$ cat src/rtl/fetch_stage_pkg.sv
// Purpose : shared pipeline constants, instruction helpers and fetch FSM encoding.
// Latency : n/a (declarations only).
// Backpressure: n/a.
package fetch_stage_pkg;

   localparam int PC_W_DEF    = 32;
   localparam int IMEM_AW_DEF = 10;
   localparam int CNT_W_DEF   = 32;

   // All-zero word doubles as the pipeline bubble.
   localparam logic [31:0] NOP         = 32'h0000_0000;
   localparam logic [5:0]  HALT_OP_DEF = 6'b111111;

   typedef enum logic {
      RUN    = 1'b0,
      HALTED = 1'b1
   } fetch_state_t;

   function automatic logic [5:0] opcode_of(input logic [31:0] instr);
      return instr[31:26];
   endfunction

endpackage

$ cat src/rtl/fetch_stage_if.sv
// Purpose : bundle of fetch-stage control, instruction-memory and IF/ID signals.
// Latency : n/a (wiring only).
// Backpressure: i_stall/i_enable freeze the stage; no ready/valid return path.
// Ports   : master = fetch stage (drives o_*), slave = surrounding pipeline/debug (drives i_*).
interface fetch_stage_if
   import fetch_stage_pkg::*;
#(
   parameter int PC_W    = PC_W_DEF,
   parameter int IMEM_AW = IMEM_AW_DEF,
   parameter int CNT_W   = CNT_W_DEF
);
   logic               i_enable;
   logic               i_stall;
   logic               i_taken;
   logic [PC_W-1:0]    i_jump_address;
   logic [IMEM_AW-1:0] o_imem_addr;
   logic [31:0]        i_imem_data;
   logic [PC_W-1:0]    o_pc;
   logic [31:0]        o_instr;
   logic               o_valid;
   logic               o_flush;
   logic               o_halted;
   logic [PC_W-1:0]    o_pc_cur;
   logic [CNT_W-1:0]   o_cycles;

   modport master (
      input  i_enable, i_stall, i_taken, i_jump_address, i_imem_data,
      output o_imem_addr, o_pc, o_instr, o_valid, o_flush, o_halted, o_pc_cur, o_cycles
   );

   modport slave (
      output i_enable, i_stall, i_taken, i_jump_address, i_imem_data,
      input  o_imem_addr, o_pc, o_instr, o_valid, o_flush, o_halted, o_pc_cur, o_cycles
   );
endinterface

$ cat src/rtl/fetch_stage_if_id_reg.sv
// Purpose : IF/ID pipeline latch (pc, instr, valid) with hold, bubble and load controls.
// Latency : 1 cycle from pc_in/instr_in to outputs.
// Backpressure: hold freezes contents; priority hold > bubble > load, otherwise contents stay.
// Ports   : clk, rst (sync, active-high); hold/bubble/load controls; pc_in/instr_in data;
//           pc/instr/valid registered outputs.
module if_id_reg
   import fetch_stage_pkg::*;
#(
   parameter int PC_W = PC_W_DEF
) (
   input  logic            clk,
   input  logic            rst,
   input  logic            hold,
   input  logic            bubble,
   input  logic            load,
   input  logic [PC_W-1:0] pc_in,
   input  logic [31:0]     instr_in,
   output logic [PC_W-1:0] pc,
   output logic [31:0]     instr,
   output logic            valid
);

   always_ff @(posedge clk) begin
      if (rst) begin
         pc    <= '0;
         instr <= NOP;
         valid <= 1'b0;
      end else if (hold) begin
         pc    <= pc;
         instr <= instr;
         valid <= valid;
      end else if (bubble) begin
         pc    <= '0;
         instr <= NOP;
         valid <= 1'b0;
      end else if (load) begin
         pc    <= pc_in;
         instr <= instr_in;
         valid <= 1'b1;
      end
   end

endmodule

$ cat src/rtl/fetch_stage.sv
// Purpose : instruction fetch (PC, HALT FSM, debug cycle counter) feeding the IF/ID register.
// Latency : 1 cycle PC -> IF/ID; o_imem_addr is combinational from the PC.
// Backpressure: i_enable=0 freezes everything; i_stall holds PC and IF/ID (wins over i_taken).
// Ports   : clk, rst (sync, active-high); bus (fetch_stage_if.master) carrying enable/stall,
//           branch decision, instruction-memory address/data, IF/ID outputs and debug status.
module fetch_stage
   import fetch_stage_pkg::*;
#(
   parameter int          PC_W    = PC_W_DEF,
   parameter int          IMEM_AW = IMEM_AW_DEF,
   parameter logic [5:0]  HALT_OP = HALT_OP_DEF,
   parameter int          CNT_W   = CNT_W_DEF
) (
   input  logic          clk,
   input  logic          rst,
   fetch_stage_if.master bus
);

   logic [PC_W-1:0]  pc;
   logic [PC_W-1:0]  pc_plus1;
   fetch_state_t     state;
   logic             flush;
   logic [CNT_W-1:0] cycles;

   logic ifid_hold;
   logic ifid_bubble;
   logic ifid_load;
   logic fetch_is_halt;

   assign pc_plus1         = pc + PC_W'(1);
   assign bus.o_imem_addr  = pc[IMEM_AW-1:0];
   assign fetch_is_halt    = (opcode_of(bus.i_imem_data) == HALT_OP);

   // IF/ID control: a stall or a disabled cycle freezes the latch; once halted, or on a
   // taken branch, the word on the memory bus is discarded and a bubble goes downstream.
   assign ifid_hold   = !bus.i_enable || bus.i_stall;
   assign ifid_bubble = (state == HALTED) || bus.i_taken;
   assign ifid_load   = bus.i_enable && (state == RUN) && !bus.i_stall && !bus.i_taken;

   always_ff @(posedge clk) begin
      if (rst) begin
         pc     <= '0;
         state  <= RUN;
         flush  <= 1'b0;
         cycles <= '0;
      end else if (bus.i_enable) begin
         if (state == HALTED) begin
            flush <= 1'b0;
         end else begin
            // Every enabled RUN cycle counts, stalls and flushes included.
            cycles <= cycles + CNT_W'(1);
            if (bus.i_stall) begin
               flush <= 1'b0;
            end else if (bus.i_taken) begin
               pc    <= bus.i_jump_address;
               flush <= 1'b1;
            end else begin
               pc    <= pc_plus1;
               flush <= 1'b0;
               if (fetch_is_halt) begin
                  state <= HALTED;
               end
            end
         end
      end
   end

   if_id_reg #(.PC_W(PC_W)) u_if_id (
      .clk      (clk),
      .rst      (rst),
      .hold     (ifid_hold),
      .bubble   (ifid_bubble),
      .load     (ifid_load),
      .pc_in    (pc_plus1),
      .instr_in (bus.i_imem_data),
      .pc       (bus.o_pc),
      .instr    (bus.o_instr),
      .valid    (bus.o_valid)
   );

   assign bus.o_flush  = flush;
   assign bus.o_halted = (state == HALTED);
   assign bus.o_pc_cur = pc;
   assign bus.o_cycles = cycles;

endmodule

$ cat src/flat_wrapper.sv
// flat-port wrapper written by rule: the top's interface ports become plain ports
module fetch_stage_flat import fetch_stage_pkg::*;
#(
   parameter int          PC_W    = PC_W_DEF,
   parameter int          IMEM_AW = IMEM_AW_DEF,
   parameter logic [5:0]  HALT_OP = HALT_OP_DEF,
   parameter int          CNT_W   = CNT_W_DEF
)
  (clk, rst, bus_i_enable, bus_i_stall, bus_i_taken, bus_i_jump_address, bus_i_imem_data, bus_o_imem_addr, bus_o_pc, bus_o_instr, bus_o_valid, bus_o_flush, bus_o_halted, bus_o_pc_cur, bus_o_cycles);
  fetch_stage_if #(.PC_W(PC_W), .IMEM_AW(IMEM_AW), .CNT_W(CNT_W)) bus_i ();
  input  logic clk;
  input  logic rst;
  input wire logic [$bits(bus_i.i_enable)-1:0] bus_i_enable;
  input wire logic [$bits(bus_i.i_stall)-1:0] bus_i_stall;
  input wire logic [$bits(bus_i.i_taken)-1:0] bus_i_taken;
  input wire logic [$bits(bus_i.i_jump_address)-1:0] bus_i_jump_address;
  input wire logic [$bits(bus_i.i_imem_data)-1:0] bus_i_imem_data;
  output wire logic [$bits(bus_i.o_imem_addr)-1:0] bus_o_imem_addr;
  output wire logic [$bits(bus_i.o_pc)-1:0] bus_o_pc;
  output wire logic [$bits(bus_i.o_instr)-1:0] bus_o_instr;
  output wire logic [$bits(bus_i.o_valid)-1:0] bus_o_valid;
  output wire logic [$bits(bus_i.o_flush)-1:0] bus_o_flush;
  output wire logic [$bits(bus_i.o_halted)-1:0] bus_o_halted;
  output wire logic [$bits(bus_i.o_pc_cur)-1:0] bus_o_pc_cur;
  output wire logic [$bits(bus_i.o_cycles)-1:0] bus_o_cycles;
  assign bus_i.i_enable = bus_i_enable;
  assign bus_i.i_stall = bus_i_stall;
  assign bus_i.i_taken = bus_i_taken;
  assign bus_i.i_jump_address = bus_i_jump_address;
  assign bus_i.i_imem_data = bus_i_imem_data;
  assign bus_o_imem_addr = bus_i.o_imem_addr;
  assign bus_o_pc = bus_i.o_pc;
  assign bus_o_instr = bus_i.o_instr;
  assign bus_o_valid = bus_i.o_valid;
  assign bus_o_flush = bus_i.o_flush;
  assign bus_o_halted = bus_i.o_halted;
  assign bus_o_pc_cur = bus_i.o_pc_cur;
  assign bus_o_cycles = bus_i.o_cycles;
  fetch_stage #(.PC_W(PC_W), .IMEM_AW(IMEM_AW), .HALT_OP(HALT_OP), .CNT_W(CNT_W)) u_core (.clk(clk), .rst(rst), .bus(bus_i));
endmodule
$ cat config.mk
export PLATFORM = sky130hd
export DESIGN_NAME = fetch_stage_flat
export DESIGN_NICKNAME = d
export VERILOG_FILES = /design/src/rtl/fetch_stage_pkg.sv /design/src/rtl/fetch_stage_if.sv /design/src/rtl/fetch_stage_if_id_reg.sv /design/src/rtl/fetch_stage.sv /design/src/flat_wrapper.sv
export SDC_FILE = /design/constraint.sdc
export NUM_CORES = 1
export LEC_CHECK = 0
export CAP_MARGIN = 10
export CELL_PAD_IN_SITES_DETAIL_PLACEMENT = 0
export CELL_PAD_IN_SITES_GLOBAL_PLACEMENT = 1
export CORE_ASPECT_RATIO = 0.7
export CORE_UTILIZATION = 30
export DETAILED_ROUTE_END_ITERATION = 10
export PLACE_DENSITY = 0.69
export SKIP_CTS_REPAIR_TIMING = 1
export SYNTH_ARGS = -nofsm -noshare
export SYNTH_HDL_FRONTEND = slang
export SYNTH_HIERARCHICAL = 1
export SYNTH_SLANG_ARGS = --single-unit
$ cat constraint.sdc
create_clock -name clk -period 3.4 [get_ports clk]
set_input_delay 0.51 -clock clk [delete_from_list [all_inputs] [get_ports clk]]
set_output_delay 0.51 -clock clk [all_outputs]
set_load 0.02 [all_outputs]
==> Word-level counts from Yosys, hierarchy flattened <==
Index checks and enable logic that the tools add are counted.
Widths: inputs -> output; s select.
{ "classes": {"addsub": 2, "n_eq_ne": 1, "mux": 14, "bitwise_logic": 3, "n_reduce_logical": 12} }
{ "op_table": {"columns": ["operator", "count"], "rows": [
  ["$mux 32", 5],
  ["$add 32x1->32 const B", 2],
  ["$mux 1", 9],
  ["$eq 6x6->1 const B", 1],
  ["$reduce_and 2->1", 2],
  ["$logic_and 1x1->1", 3],
  ["$logic_not 1->1", 3],
  ["$not 1->1", 3],
  ["$reduce_and 3->1", 1],
  ["$logic_or 1x1->1", 2],
  ["$reduce_bool 2->1", 1]
]} }
{ "word_totals": {"ff_bits": 131, "output_inout_bits": 141, "elab_cells": 39} }

==> Logic depth before layout (Yosys ltp) <==
{ "depth": {"word_depth": 6, "ltp_mapped": 9} }

==> Cells and area by module <==
Netlist, hierarchy kept.
{ "by_module_without_submodules": {"columns": ["mod", "n_inst", "cells_per_inst", "area_each_um2"], "rows": [
  ["fetch_stage", 1, 514, 4008.8],
  ["if_id_reg", 1, 291, 2945.3]
]} }

==> Least setup slack after synthesis <==
No wires, ideal clock.
{ "synth_path": {"path_kind": "flip-flop to flip-flop", "start": "reg u_core.pc[2] (netlist: u_core/bus.o_pc_cur[2])", "end": "reg u_core.pc[21] (netlist: u_core/bus.o_pc_cur[21])", "arrival_ns": 2.134, "t_required_ns": 3.283, "path_slack_ns": 1.148, "stages_incl_launch_ff": 8, "cell_sequence": "dfxtp_1 > buf_2 > nand4_1 > or4_1 > buf_2 > nor3_2 > o21ai_0 > a32o_1"} }
{ "synth_between": {"elab_chain_cells": 2} }
{ "synth_lines": {"columns": ["element", "line", "rtl"], "rows": [
  ["start: declaration", "fetch_stage.sv:19", "logic [PC_W-1:0] pc;"],
  ["start signal: assignment", "fetch_stage.sv:55", "pc <= bus.i_jump_address;"],
  ["start signal: assignment", "fetch_stage.sv:58", "pc <= pc_plus1;"],
  ["$add 32x1->32", "fetch_stage.sv:30", "assign pc_plus1 = pc + PC_W'(1);"],
  ["$mux 32", "fetch_stage.sv:54", "end else if (bus.i_taken) begin"]
]} }
No other way between the ends.
A chain may end at the register's enable or synchronous reset.

==> Worst setup path after layout <==
{ "layout_path": {"start": "reg u_core.pc[0] (netlist: u_core/bus.o_pc_cur[0])", "end": "reg u_core.pc[24] (netlist: u_core/bus.o_pc_cur[24])"} }
The elaborated chain is that of the path after synthesis.

==> impl_metrics.env <==
export IMPL_grt_usage=0.179
export IMPL_min_from="u_core/u_if_id/pc[11]$_SDFFE_PP0P_"
export IMPL_r2r_start="u_core/bus.o_pc_cur[0]$_SDFFE_PP0P_"
export IMPL_dpl_hpwl_mm=14.8
export IMPL_worstPathArrival_ns=2.96
export IMPL_hold_path_class="reg -> reg"
export IMPL_final_common_cell="clkdlybuf4s50_1"
export IMPL_critPathKind="reg -> reg"
export IMPL_final_hold_viol_count=0
export IMPL_grt_pass1_wl_mm=33.1
export IMPL_hold_depth=2
export IMPL_ff2ff_setup_slack_ns=0.79
export IMPL_synthDistinctLibCells=57
export IMPL_end_kind="flop"
export IMPL_setup_viol=0
export IMPL_numPortBuffers=209
export IMPL_rsz0062_at_grt="no"
export IMPL_clk_path_buf_depth=2
export IMPL_finalCriticalPeriod_ns=2.61
export IMPL_syn_to_final_growth_pct=40.8
export IMPL_ir_worst_vdd_mv=0.333
export IMPL_fp_dieH_um=129
export IMPL_rr_worst_depth=7
export IMPL_cts_root_buffer="clkbuf_16"
export IMPL_synth_edf_count=0
export IMPL_fp_coreArea_sq_um=22700
export IMPL_drive_gt1_frac=0.0913
export IMPL_antenna_found_initial=0
export IMPL_cts_made_buffers=17
export IMPL_drv_cap=0
export IMPL_outcome="finished, final reports clean"
export IMPL_whs_ns=0.472
export IMPL_crit_required_ns=3.75
export IMPL_cts_tree="built"
export IMPL_ys_flop_type="dfxtp_1"
export IMPL_io_pins=210
export IMPL_worst_slew_pin_slew_ns=1.09
export IMPL_setup_tns_final_ns=0
export IMPL_n_antenna_cell=0
export IMPL_ant_nets=0
export IMPL_start_kind="flop"
export IMPL_leakage_nw=3.17
export IMPL_maxSlewViolCount=0
export IMPL_h_tree_depth=4
export IMPL_wl_per_cell_um=16.6
export IMPL_ys_seq_area_frac=0.377
export IMPL_vias_per_cell=4.86
export IMPL_post_place_ws_ns=0.467
export IMPL_initial_utilization=0.307
export IMPL_skew_ns=0.0109
export IMPL_gp_congestion=0.800
export IMPL_drc=0
export IMPL_drtIter0Drc=526
export IMPL_fin_crit_sh=0.768
export IMPL_worstSkewPairLatency_ns=0.42
export IMPL_synth_cells=805
export IMPL_async_reset_ff_frac=0
export IMPL_clkTransAtPathRegs_ns=0.06
export IMPL_gr_total_overflow=0
export IMPL_die_area_sq_um=23800
export IMPL_r2r_end="u_core/bus.o_pc_cur[24]$_SDFFE_PP0P_"
export IMPL_synth_area_sq_um=6950
export IMPL_wirelength_mm=21.6
export IMPL_min_to="u_core/u_if_id/pc[11]$_SDFFE_PP0P_"
export IMPL_yosysWarnings=6
export IMPL_vias=6308
export IMPL_max_freq_ghz=0.383
export IMPL_firstDrtPassIters=5
export IMPL_rows=46
export IMPL_crit_fanout=17
export IMPL_syn_avg_cell_area_sq_um=8.64
export IMPL_grt_pass1_vias=5777
export IMPL_cts_sinks=131
export IMPL_cellPowerDensity_nw_per_um2=398
export IMPL_nets=1044
export IMPL_grt_max_degree=99
export IMPL_die_x_um=184
export IMPL_synth_nets=876
export IMPL_layout_common_cells="clkdlybuf4s50_1 (207), dfxtp_1 (131), inv_1 (76)"
export IMPL_layout_setup_ws_ns=0.789
export IMPL_yosys_register_bits=131
export IMPL_relSlewSlack=0.276
## how the worst max path moves through the flow
stage / from / to / slack (ns) / cells past startpoint
5_1_grt: u_core/bus.o_pc_cur[4]$_SDFFE_PP0P_ / u_core/bus.o_pc_cur[31]$_SDFFE_PP0P_ / 0.59 / 5
4_1_cts: u_core/bus.o_pc_cur[0]$_SDFFE_PP0P_ / u_core/bus.o_pc_cur[24]$_SDFFE_PP0P_ / 0.81 / 7
6_report: u_core/bus.o_pc_cur[0]$_SDFFE_PP0P_ / u_core/bus.o_pc_cur[24]$_SDFFE_PP0P_ / 0.79 / 7
3_5_place_dp: bus_i_enable / u_core/u_if_id/pc[2]$_SDFFE_PP0P_ / 0.47 / 7
2_1_floorplan: u_core/bus.o_pc_cur[2]$_SDFFE_PP0P_ / u_core/bus.o_pc_cur[21]$_SDFFE_PP0P_ / 1.15 / 7
3_3_place_gp: bus_i_enable / u_core/u_if_id/pc[6]$_SDFFE_PP0P_ / 0.50 / 7
## synth_stat cells (12+ instances only)
master    instances  area share
xor2_1           15       0.019
clkbuf_1         36       0.019
inv_1            76       0.041
nor3_1           15       0.011
o32ai_1          34       0.043
buf_2            13      0.0094
and3_1           16       0.014
nor4_1           12       0.011
o32ai_2          30       0.070
nand2_1          51       0.028
nand4_1          14       0.013
buf_4            12       0.013
nor2_1           56       0.030
o21ai_0          22       0.016
a31oi_1          14       0.013
dfxtp_1         131        0.38
nand3_1          24       0.017
a21oi_1          25       0.018
nand2b_1         70       0.063
xnor2_1          40       0.050
## cell type report
cell class / count / area [sq um]
repair buffers: 221 / 2220
inverters: 76 / 285
clock inverters: 14 / 175
multi-input cells: 526 / 3670
fillers: 2323 / 12900
flip-flops and latches: 131 / 2620
clock buffers: 18 / 429
well taps: 312 / 390
## layer usage
layer  GRT usage  routed length (um)
met1       0.267               11000
met2       0.250                9050
met3      0.0447                1220
met4      0.0505                 354
met5           0                   0
## registers in the layout, summed over array words and instances, names as in the netlist
register and count:
u_core/bus.o_cycles 32, u_core/u_if_id/instr 32, u_core/bus.o_halted 1, u_core/bus.o_flush 1, u_core/u_if_id/pc 32, u_core/bus.o_pc_cur 32, u_core/u_if_id/valid 1
## per-stage QoR
| step | cells | total power [mW] | utilization | cell area [sq um] |
|---|---|---|---|---|
| floorplan | 805 | 1.84 | - | 6950 |
| global placement | 1266 | 2.02 | 0.405 | 9190 |
| detailed placement | 1266 | 2.02 | 0.405 | 9190 |
| CTS | 1298 | 3.95 | 0.432 | 9790 |
| global route | 1298 | 4.05 | 0.432 | 9790 |
| finish | 1298 | 3.90 | 0.432 | 9790 |
## critical path, cell delays in order (launching register included)
cell and delay, ns:
dfxtp_1 0.49, ha_1 0.30, nand3_1 0.33, nor4_4 0.25, buf_4 0.27, nand4_1 0.21
or4_1 0.51, a31oi_1 0.16
## power breakdown
part           leakage [nW]  total (mW)  internal [mW]  switching [mW]
Sequential             1.06        1.60           1.56          0.0400
Clock                 0.288        1.91           1.16           0.748
Combinational          1.82       0.390          0.193           0.197
## cells by family (layout without fill, tap and decap cells)
group | Yosys count | after routing | share of synthesized area
xor gates and xnor gates | 55 | 55 | 0.0693
muxes | 7 | 7 | 0.0104
adders and majority gates | 2 | 2 | 0.00360
buffers and inverters | 148 | 329 | 0.0966
and+or+nand+nor | 301 | 301 | 0.239
AOI/OAI and AO/OA | 161 | 161 | 0.204
DFF | 131 | 131 | 0.377
(Power assumes the default switching activity.)
